[src/rtl/video_timing_gen.sv]
// Parametrised progressive raster timing generator: coordinates, active flag, sync pulses and line/frame strobes.
// Optional frame counter built when VTG_FRAME_CNT_EN is defined; otherwise frame_cnt is tied to zero.
module video_timing_gen #(
    parameter int unsigned H_ACTIVE = 640,
    parameter int unsigned H_FP     = 16,
    parameter int unsigned H_SYNC   = 96,
    parameter int unsigned H_BP     = 48,
    parameter int unsigned V_ACTIVE = 480,
    parameter int unsigned V_FP     = 10,
    parameter int unsigned V_SYNC   = 2,
    parameter int unsigned V_BP     = 33,
    parameter int unsigned HS_POL   = 0,
    parameter int unsigned VS_POL   = 0,
    parameter int unsigned CW       = 12
) (
    input  logic          pclk,
    input  logic          rst,
    input  logic          en,
    output logic [CW-1:0] x,
    output logic [CW-1:0] y,
    output logic          active,
    output logic          hsync,
    output logic          vsync,
    output logic          sol,
    output logic          eol,
    output logic          sof,
    output logic          eof,
    output logic [15:0]   frame_cnt
);

    localparam int unsigned H_TOTAL = H_ACTIVE + H_FP + H_SYNC + H_BP;
    localparam int unsigned V_TOTAL = V_ACTIVE + V_FP + V_SYNC + V_BP;
    localparam int unsigned HSS     = H_ACTIVE + H_FP;
    localparam int unsigned HSE     = HSS + H_SYNC;
    localparam int unsigned VSS     = V_ACTIVE + V_FP;
    localparam int unsigned VSE     = VSS + V_SYNC;

    localparam logic [CW-1:0] X_LAST = CW'(H_TOTAL - 1);
    localparam logic [CW-1:0] Y_LAST = CW'(V_TOTAL - 1);
    localparam logic          HS_ON  = 1'(HS_POL);
    localparam logic          VS_ON  = 1'(VS_POL);

    logic [CW-1:0] x_nxt;
    logic [CW-1:0] y_nxt;
    logic          active_nxt;
    logic          hsync_nxt;
    logic          vsync_nxt;
    logic          sol_nxt;
    logic          eol_nxt;
    logic          sof_nxt;
    logic          eof_nxt;

    // Next raster position and the flags that describe it, so flags never lag coordinates
    always_comb begin
        x_nxt = x + CW'(1);
        y_nxt = y;
        if (x == X_LAST) begin
            x_nxt = '0;
            y_nxt = (y == Y_LAST) ? '0 : y + CW'(1);
        end
        active_nxt = (x_nxt < CW'(H_ACTIVE)) && (y_nxt < CW'(V_ACTIVE));
        hsync_nxt  = ((x_nxt >= CW'(HSS)) && (x_nxt < CW'(HSE))) ? HS_ON : ~HS_ON;
        vsync_nxt  = ((y_nxt >= CW'(VSS)) && (y_nxt < CW'(VSE))) ? VS_ON : ~VS_ON;
        sol_nxt    = (x_nxt == '0);
        eol_nxt    = (x_nxt == X_LAST);
        sof_nxt    = sol_nxt && (y_nxt == '0);
        eof_nxt    = eol_nxt && (y_nxt == Y_LAST);
    end

    // Reset parks at the last frame position with all strobes low
    always_ff @(posedge pclk) begin
        if (rst) begin
            x      <= X_LAST;
            y      <= Y_LAST;
            active <= 1'b0;
            hsync  <= ~HS_ON;
            vsync  <= ~VS_ON;
            sol    <= 1'b0;
            eol    <= 1'b0;
            sof    <= 1'b0;
            eof    <= 1'b0;
        end else if (en) begin
            x      <= x_nxt;
            y      <= y_nxt;
            active <= active_nxt;
            hsync  <= hsync_nxt;
            vsync  <= vsync_nxt;
            sol    <= sol_nxt;
            eol    <= eol_nxt;
            sof    <= sof_nxt;
            eof    <= eof_nxt;
        end
    end

`ifdef VTG_FRAME_CNT_EN
    // Reset value of all-ones makes the first frame after reset read zero
    always_ff @(posedge pclk) begin
        if (rst) begin
            frame_cnt <= 16'hFFFF;
        end else if (en && sof_nxt) begin
            frame_cnt <= frame_cnt + 16'd1;
        end
    end
`else
    assign frame_cnt = 16'h0000;
`endif

endmodule
[config.mk]
export PLATFORM = sky130hd
export DESIGN_NAME = video_timing_gen
export DESIGN_NICKNAME = d
export VERILOG_FILES = /design/src/rtl/video_timing_gen.sv
export SDC_FILE = /design/constraint.sdc
export NUM_CORES = 1
export LEC_CHECK = 0
export BUFFER_PORTS_ARGS = -buffer_cell sky130_fd_sc_hd__buf_2
export CORE_MARGIN = 5
export CORE_UTILIZATION = 58
export CTS_CLUSTER_DIAMETER = 120
export CTS_CLUSTER_SIZE = 40
export DETAILED_ROUTE_END_ITERATION = 12
export HOLD_SLACK_MARGIN = 0.03
export PLACE_DENSITY = 0.89
export SLEW_MARGIN = 15
export SYNTH_ARGS = -nofsm -noshare
export SYNTH_HDL_FRONTEND = slang
export SYNTH_SLANG_ARGS = --single-unit
[constraint.sdc]
create_clock -name pclk -period 3.8 [get_ports pclk]
set_input_delay 0.76 -clock pclk [delete_from_list [all_inputs] [get_ports pclk]]
set_output_delay 0.76 -clock pclk [all_outputs]
set_load 0.02 [all_outputs]
[After elaboration in Yosys (flattened, before gate mapping)]
Index checks and enable logic that the tools add are counted.
Storage, ports and cells
  register bits: 31
  latch bits: 0
  memory bits (writable): 0
  ROM bits: 0
  output and inout bits: 47
  logic and storage cells: 33
  memories kept: 0
Operators by class
  add/sub/neg operators: 2
  $mul: 0
  divide/modulo/power cells: 0
  magnitude comparators: 6
  eq/ne operators: 4
  shift-type cells: 0
  muxes and demuxes: 5
  bitwise gates (word level): 0
  reduce and logical (&&, ||, !) cells: 7
Operator list (count)
  12-bit by 10-bit equality test with 1-bit output, second input constant: 4
  12-bit two-way mux: 3
  12-bit by 1-bit adder with 12-bit output, second input constant: 2
  12-bit zero test: 2
  12-bit by 10-bit less-than comparator with 1-bit output, second input constant: 2
  12-bit by 9-bit less-than comparator with 1-bit output, second input constant: 2
  12-bit by 10-bit >= comparator with 1-bit output, second input constant: 1
  12-bit by 9-bit >= comparator with 1-bit output, second input constant: 1
  1-bit logical AND: 5
  1-bit two-way mux: 2

[Logic depth before layout (Yosys ltp)]
Gate-level depths: netlist of the first run.
  word-level depth: 6
  depth in mapped cells: 10
  depth with buffers taken out: 9

[Worst setup path before layout of the first run]
No wires, ideal clock.
  kind: register to register
  start point: register x[0]
  end point: register vsync
  data arrival time: 2221 ps
  slack: 1458 ps
  stages on the path, launching flop included: 11
  buffers on the path: 2
  clock period less this slack: 2342 ps
  cell sequence: dfxtp_1 ha_1 and4_1 buf_4 nand4_2 buf_2 nor2_1 a21boi_0 o211ai_1 nor4_1 nor2_1
On the way
  word-level cells in the longest chain between the ends: 5
RTL lines
  start, declared: line 19  | output logic [CW-1:0] x,
  start signal, assigned: line 83  | x <= x_nxt;
  12-bit by 10-bit equality test with 1-bit output (*): line 57  | if (x == X_LAST) begin
  12-bit two-way mux (*): line 57
  12-bit by 9-bit >= comparator with 1-bit output or 12-bit by 9-bit less-than comparator with 1-bit output (tied branches): line 63  | vsync_nxt = ((y_nxt >= CW'(VSS)) && (y_nxt < CW'(VSE))) ? VS_ON : ~VS_ON;
  1-bit logical AND (*): line 63
  1-bit two-way mux (*): line 63
  end signal, assigned: line 77  | vsync <= ~VS_ON;
  end signal, assigned: line 87  | vsync <= vsync_nxt;
  end, declared: line 23  | output logic vsync,
Mark *: on every way between the ends. The rest lies on a longest branch, timed or not.
A chain may end at the register's enable or synchronous reset.

[Worst setup path in the final report of the first run]
Ends and elaborated chain as after synthesis.

==> reports/metrics.yaml, run 1 <==
setup_path:
  end_kind: "flop"
  crit_arrival_ns: 3.03
  rrSetupSlack_ns: 0.94
  cp.depth: 8
  crit_path_start_kind: "flop"
  crit_buf_inv: 0
  crit_path_max_incr_delay_ns: 0.48
  cpMostUsedCell: "nor2_1"
  r2r-end: "vsync"
  worstReg2RegStart: "x[0]"
  crit_fanout: 13
  path_cells: "ha_1 > and4_1 > nand4_2 > nor2_1 > a21boi_0 > o211ai_1 > nor4_1 > nor2_1"
  worst_path_max_delay_cell: "and4_1"
  r2r_cells: 8
  crit_required_ns: 3.97
  cp_top_family: "simple AND/OR/NAND/NOR gates"
  path_class: "reg2reg"
floorplan:
  start_util_pct: 59.6
  fp.dieH_um: 73.9
  fp-row-count: 23
  die_area_sq_um: 5460
  ioPinCount: 50
  fp.dieW_um: 73.9
  coreArea_sq_um: 3970
worst_hold_path:
  holdPathEnd: "sof"
  hold_start: "sof"
  whs_path_depth: 1
  hold_path_class: "reg2reg"
placement:
  io_buffers: 33
  pre_cts_slack_ns: 1.02
  dp_hpwl_mm: 4.13
  place.gp.congestion: 0.896
power_and_ir_drop:
  p_int_w: 0.000637
  switching_share_pct: 35.1
  p_comb_share_pct: 29.4
  power_w: 0.000980
  clockPowerShare_pct: 32.3
  seqPwrFrac_pct: 38.4
  peakVddDrop_uv: 163
  p_switching_w: 0.000344
  leakagePower_nw: 1.04
  power.density_nw_per_um2: 387
global_routing:
  antenna_found_initial: 0
  track_usage_pct: 23.0
  grt_overflow_total: 0
  grt_max_degree: 38
  grt_pass1_vias: 2081
  grt_pass1_wl_mm: 9.89
routing:
  num_vias: 2292
  drt_iter0_markers: 242
  firstDrtPassIters: 5
  postRouteAntennaNets: 0
  drc: 0
  wl_per_cell_um: 15.7
  routed_via_density: 6.18
  drt-total-wl_mm: 5.84
cts:
  h-tree-depth: 2
  worstSkewPairLatency_ns: 0.29
  cts.sink_count: 31
  cts_root_buffer: "clkbuf_8"
  cts_resized: 0
  postCtsSetupRepairBufs: 0
  cts_hold_buf: 0
  cts_tree: "done"
  cts_max_path_buffers: 2
  clk_pin_slew_worst_paths_ns: 0.07
  cts_made_buffers: 5
sta:
  tns_ns: 0
  slew_headroom_pct: 57.9
  setup_viol: 0
  rsz0062_at_grt: "false"
  worst_pin_slew_ns: 0.631
  skew_ns: 0.00842
  layout_min_cycle_time_ns: 2.86
  finalCritPeriodShare_pct: 75.2
  slew_viol_final: 0
  finalHoldViolCount: 0
  setup_ws_ns: 0.944
  fmax_ghz: 0.350
cells_and_area:
  layout-drive-gt1-share_pct: 16.2
  fillers: 341
  diodes: 0
  syn_to_final_growth_pct: 6.98
  post-route-util_pct: 63.7
  nNetsFinal: 328
logic_synthesis:
  yosysUniqueCellTypes: 69
  ys_seq_area_share_pct: 26.2
  synthArstFlopShare_pct: 0
  ys_ff_latch: 31
  synthCells: 303
  synth_ff_type: "dfxtp_1"
  syn-cell-area_sq_um: 2370
  yosysWarnings: 0
  syn_avg_cell_area_sq_um: 7.81
  synth_enable_flop_cells: 0
flow_run:
  cap_violations: 0
status:
  status: "finished clean"
kinds of logic (layout without fill, tap and decap cells):
group	count (synthesis)	count (layout)	share of synthesized area, %
AOI/OAI and AO/OA	72	72	20.5
and+or+nand+nor	136	136	34.7
other	1	16	0.158
xor gates and xnor gates	15	15	5.55
buffers and inverters	43	46	10.3
DFF	31	31	26.2
adders and majority gates	4	4	2.12
muxes	1	1	0.423
stage by stage:
stage,cell area (sq um),hold WS [ns],std cells
after floorplan,2420,0.544,318
after global placement,2430,0.451,364
after detailed placement,2430,0.468,364
after CTS,2530,0.483,371
after global routing,2530,0.507,371
final,2530,0.473,371
flip-flops by register name, summed over array words and instances, names as in the netlist:
signal	cells
active	1
x	12
sof	1
eol	1
sol	1
eof	1
vsync	1
hsync	1
y	12
cells in the mapped netlist, types with 2 or more instances:
| master | count | area share, % |
|---|---|---|
| nand3b_1 | 3 | 0.95 |
| nor3_1 | 11 | 2.3 |
| and3_1 | 10 | 2.6 |
| and4_1 | 3 | 1.1 |
| buf_4 | 18 | 5.7 |
| inv_1 | 6 | 0.95 |
| o31ai_1 | 3 | 0.95 |
| xnor2_1 | 11 | 4.1 |
| o21bai_1 | 3 | 0.95 |
| nor3b_1 | 3 | 0.95 |
| nand4_1 | 5 | 1.3 |
| ha_1 | 4 | 2.1 |
| or3_1 | 3 | 0.79 |
| a22o_1 | 2 | 0.74 |
| dfxtp_1 | 31 | 26 |
| a21boi_0 | 2 | 0.63 |
| clkbuf_1 | 11 | 1.7 |
| nand2_1 | 25 | 4.0 |
| a22oi_1 | 2 | 0.63 |
| buf_2 | 5 | 1.1 |
| nand2b_1 | 3 | 0.79 |
| nor4_1 | 2 | 0.53 |
| and2_1 | 7 | 1.9 |
| o21ai_0 | 13 | 2.7 |
| xor2_1 | 4 | 1.5 |
| a21oi_1 | 16 | 3.4 |
| o21ai_1 | 2 | 0.42 |
| nor2_1 | 26 | 4.1 |
| nand3_1 | 9 | 1.9 |
| a211o_1 | 7 | 2.6 |
| nor2b_1 | 7 | 1.9 |
| o211ai_1 | 3 | 0.95 |
| a31oi_1 | 7 | 1.9 |
layout by cell type (no fill, tap or decap), drive strengths merged, types with 3 or more instances in the layout:
master  synthesis  routed
nand2          25      25
a21oi          16      16
nor3b           3       3
a31oi           7       7
buf            25      33
o31ai           3       3
xnor2          11      11
o21bai          3       3
ha              4       4
o21ai          15      15
and4            4       4
and2            8       8
nand3           9       9
or3             3       3
clkbuf         12       6
nor3           13      13
nand2b          3       3
nor4            4       4
and3           10      10
o211ai          3       3
inv             6       6
xor2            4       4
nand4           7       7
a211o           7       7
dfxtp          31      31
nor2b           7       7
nand3b          3       3
nor2           26      26
conb            1      16
worst register-to-register path, stage by stage, from the launching register on:
cell and delay (ns):
dfxtp_1 0.43, ha_1 0.31, and4_1 0.48, nand4_2 0.40, nor2_1 0.29, a21boi_0 0.21, o211ai_1 0.16, nor4_1 0.40
nor2_1 0.07
worst max-delay path by stage:
stage                     from    end
after floorplan           x[0]  vsync
after global placement    x[0]    sof
after detailed placement  x[0]    sof
after CTS                 x[0]  vsync
after global routing      x[0]    sof
final                     x[0]  vsync
final cells by class:
class	instances	area [sq um]	share of cell area, %
sequential	31	621	24.5
clock buffer	6	72.6	2.87
multi-input combinational	244	1560	61.5
tap	50	62.6	2.47
clock inverter	1	30.0	1.19
inverter	6	22.5	0.890
timing repair buffer	33	165	6.52
routing by layer:
metal	routed length, um	share of wire, %	vias up	track usage, %
met1	2370	41	1076	29.0
li1	-	-	1102	-
met5	0	0	-	0
met4	111	1.9	0	10.5
met2	2920	50	103	36.5
met3	439	7.5	11	5.75
power by group through the flow:
stage / Combinational, W / Sequential [W] / Clock (W)
after floorplan: 0.000241 / 0.000382 / 0
after global placement: 0.000275 / 0.000380 / 0
after detailed placement: 0.000283 / 0.000381 / 0
after CTS: 0.000285 / 0.000374 / 0.000323
after global routing: 0.000319 / 0.000379 / 0.000339
final: 0.000288 / 0.000376 / 0.000316
Note: power is estimated with default switching activity, not from simulation.
==> run 2, diff against run 1 <==
- CORE_UTILIZATION: 58 -> 50
- PLACE_DENSITY: 0.89 -> 0.82
- clock period: 3.8 -> 2.5 ns (I/O delays scaled with it)
==> reports/metrics.yaml, run 2 (synthesis results as in run 1) <==
global_routing:
  grt_pass1_vias: 2241
  grt_pass1_wl_mm: 10.6
  antenna_found_initial: 0
  track_usage_pct: 21.4
  grt_max_degree: 19
  grt_overflow_total: 0
floorplan:
  fp.dieW_um: 78.8
  coreArea_sq_um: 4660
  fp.dieH_um: 78.8
  fp-row-count: 25
  start_util_pct: 50.8
  ioPinCount: 50
  die_area_sq_um: 6210
cts:
  cts.sink_count: 31
  cts_tree: "done"
  cts_root_buffer: "clkbuf_8"
  h-tree-depth: 2
  cts_made_buffers: 5
  worstSkewPairLatency_ns: 0.30
  clk_pin_slew_worst_paths_ns: 0.07
  cts_max_path_buffers: 2
worst_hold_path:
  hold_path_class: "reg2reg"
cells_and_area:
  nNetsFinal: 350
  final_cell_mix: "buf_2 (33), dfxtp_1 (30), nor2_1 (26)"
  syn_to_final_growth_pct: 14.6
  top_regs: "x (12), y (12)"
  stdcell_count: 397
  fillers: 416
  diodes: 0
  layout-drive-gt1-share_pct: 22.7
  mostFrequentLayoutCell: "buf_2"
setup_path:
  crit_path_start: "y[0]"
  crit_arrival_ns: 2.57
  r2r-end: "eof"
  cp.depth: 9
  cp-endpoint: "eof"
  end_kind: "flop"
  crit_path_start_kind: "flop"
  path_class: "reg2reg"
  cp_top_family: "simple AND/OR/NAND/NOR gates"
  worstReg2RegStart: "y[0]"
  r2r_cells: 9
  rrSetupSlack_ns: 0.11
  crit_fanout: 7
  worst_path_max_delay_cell: "or4bb_4"
  crit_path_max_incr_delay_ns: 0.57
  path_cells: "inv_1 > ha_1 > or4bb_4 > nor4_4 > a31oi_1 > o21ai_1 > o21ai_2 > and4b_1 > a22o_1"
  crit_required_ns: 2.69
  crit_buf_inv: 1
sta:
  finalCritPeriodShare_pct: 95.4
  finalHoldViolCount: 0
  slew_viol_final: 0
  skew_ns: 0.00720
  hold_ws_ns: 0.468
  rsz0062_at_grt: "false"
  setup_viol: 0
  tns_ns: 0
  layout_min_cycle_time_ns: 2.39
  fmax_ghz: 0.419
routing:
  wl_per_cell_um: 16.1
  drt_iter0_markers: 200
  num_vias: 2421
  postRouteAntennaNets: 0
  firstDrtPassIters: 5
  routed_via_density: 6.10
  drt-total-wl_mm: 6.41
  drc: 0
power_and_ir_drop:
  power_w: 0.00151
  leakagePower_nw: 1.15
  power.density_nw_per_um2: 557
  peakVddDrop_uv: 315
status:
  status: "finished clean"
placement:
  place.gp.congestion: 0.923
  io_buffers: 33
  dp_hpwl_mm: 4.66
  dp.cells: 389
flow_run:
  cap_violations: 0
[run 2: cell count changes in the layout (fill, tap and decap cells not counted), sizes merged]
cell,before,now
buf,33,55
bufinv,1,0
clkinv,0,1
[run 2: how the worst min path moves through the flow]
stage                     from  cells past startpoint   to  slack, ns
final                      eol                      2  eol       0.47
after global routing       eol                      2  eol       0.49
after CTS                  eol                      2  eol       0.47
after detailed placement   eol                      2  eol       0.46
after global placement     eol                      2  eol       0.46
after floorplan            eol                      2  eol       0.54
[run 2: metal layers]
layer | global-route usage (%) | vias to the layer above | part of all wire [%]
met5 | 0 | - | 0
met4 | 9.09 | 0 | 1.7
met3 | 3.85 | 10 | 8.3
li1 | - | 1147 | -
met2 | 35.2 | 133 | 48
met1 | 27.3 | 1131 | 42
[run 2: area by class of cell]
type | count | area (sq um) | share of cell area [%]
well taps | 54 | 67.6 | 2.49
repair buffers | 55 | 330 | 12.2
clock inverters | 1 | 5.00 | 0.185
multi-input cells | 244 | 1580 | 58.3
flip-flops and latches | 31 | 622 | 22.9
clock buffers | 6 | 82.6 | 3.04
inverters | 6 | 22.5 | 0.830
[run 2: worst reg2reg max path, delay by kind of cell (launching register included)]
family / cells / cell delay (ns)
simple gates: 3 / 1.09
compound gates: 4 / 0.53
flops: 1 / 0.37
fa+ha+maj: 1 / 0.17
buf+inv: 1 / 0.12
[run 2: what timing repair did]
action | CTS | global route
hold buffers | 0 | 0
buffers inserted | 0 | 1
gates resized for setup | 0 | 5
endpoints found under the setup margin | 0 | 3
[run 2: metrics by stage]
step	setup slack (ns)	utilization, %	cell area [sq um]
floorplan	0.158	-	2420
global placement	0.154	55.6	2590
detailed placement	0.129	55.6	2590
CTS	0.112	57.5	2680
global route	0.0146	58.2	2710
finish	0.114	58.2	2710
[run 2: report_power, final]
group / leakage [nW] / total (W) / switching, W / internal, W
clock network: 0.0470 / 0.000413 / 0.000197 / 0.000216
registers: 0.252 / 0.000547 / 0.0000288 / 0.000518
logic: 0.850 / 0.000551 / 0.000329 / 0.000222
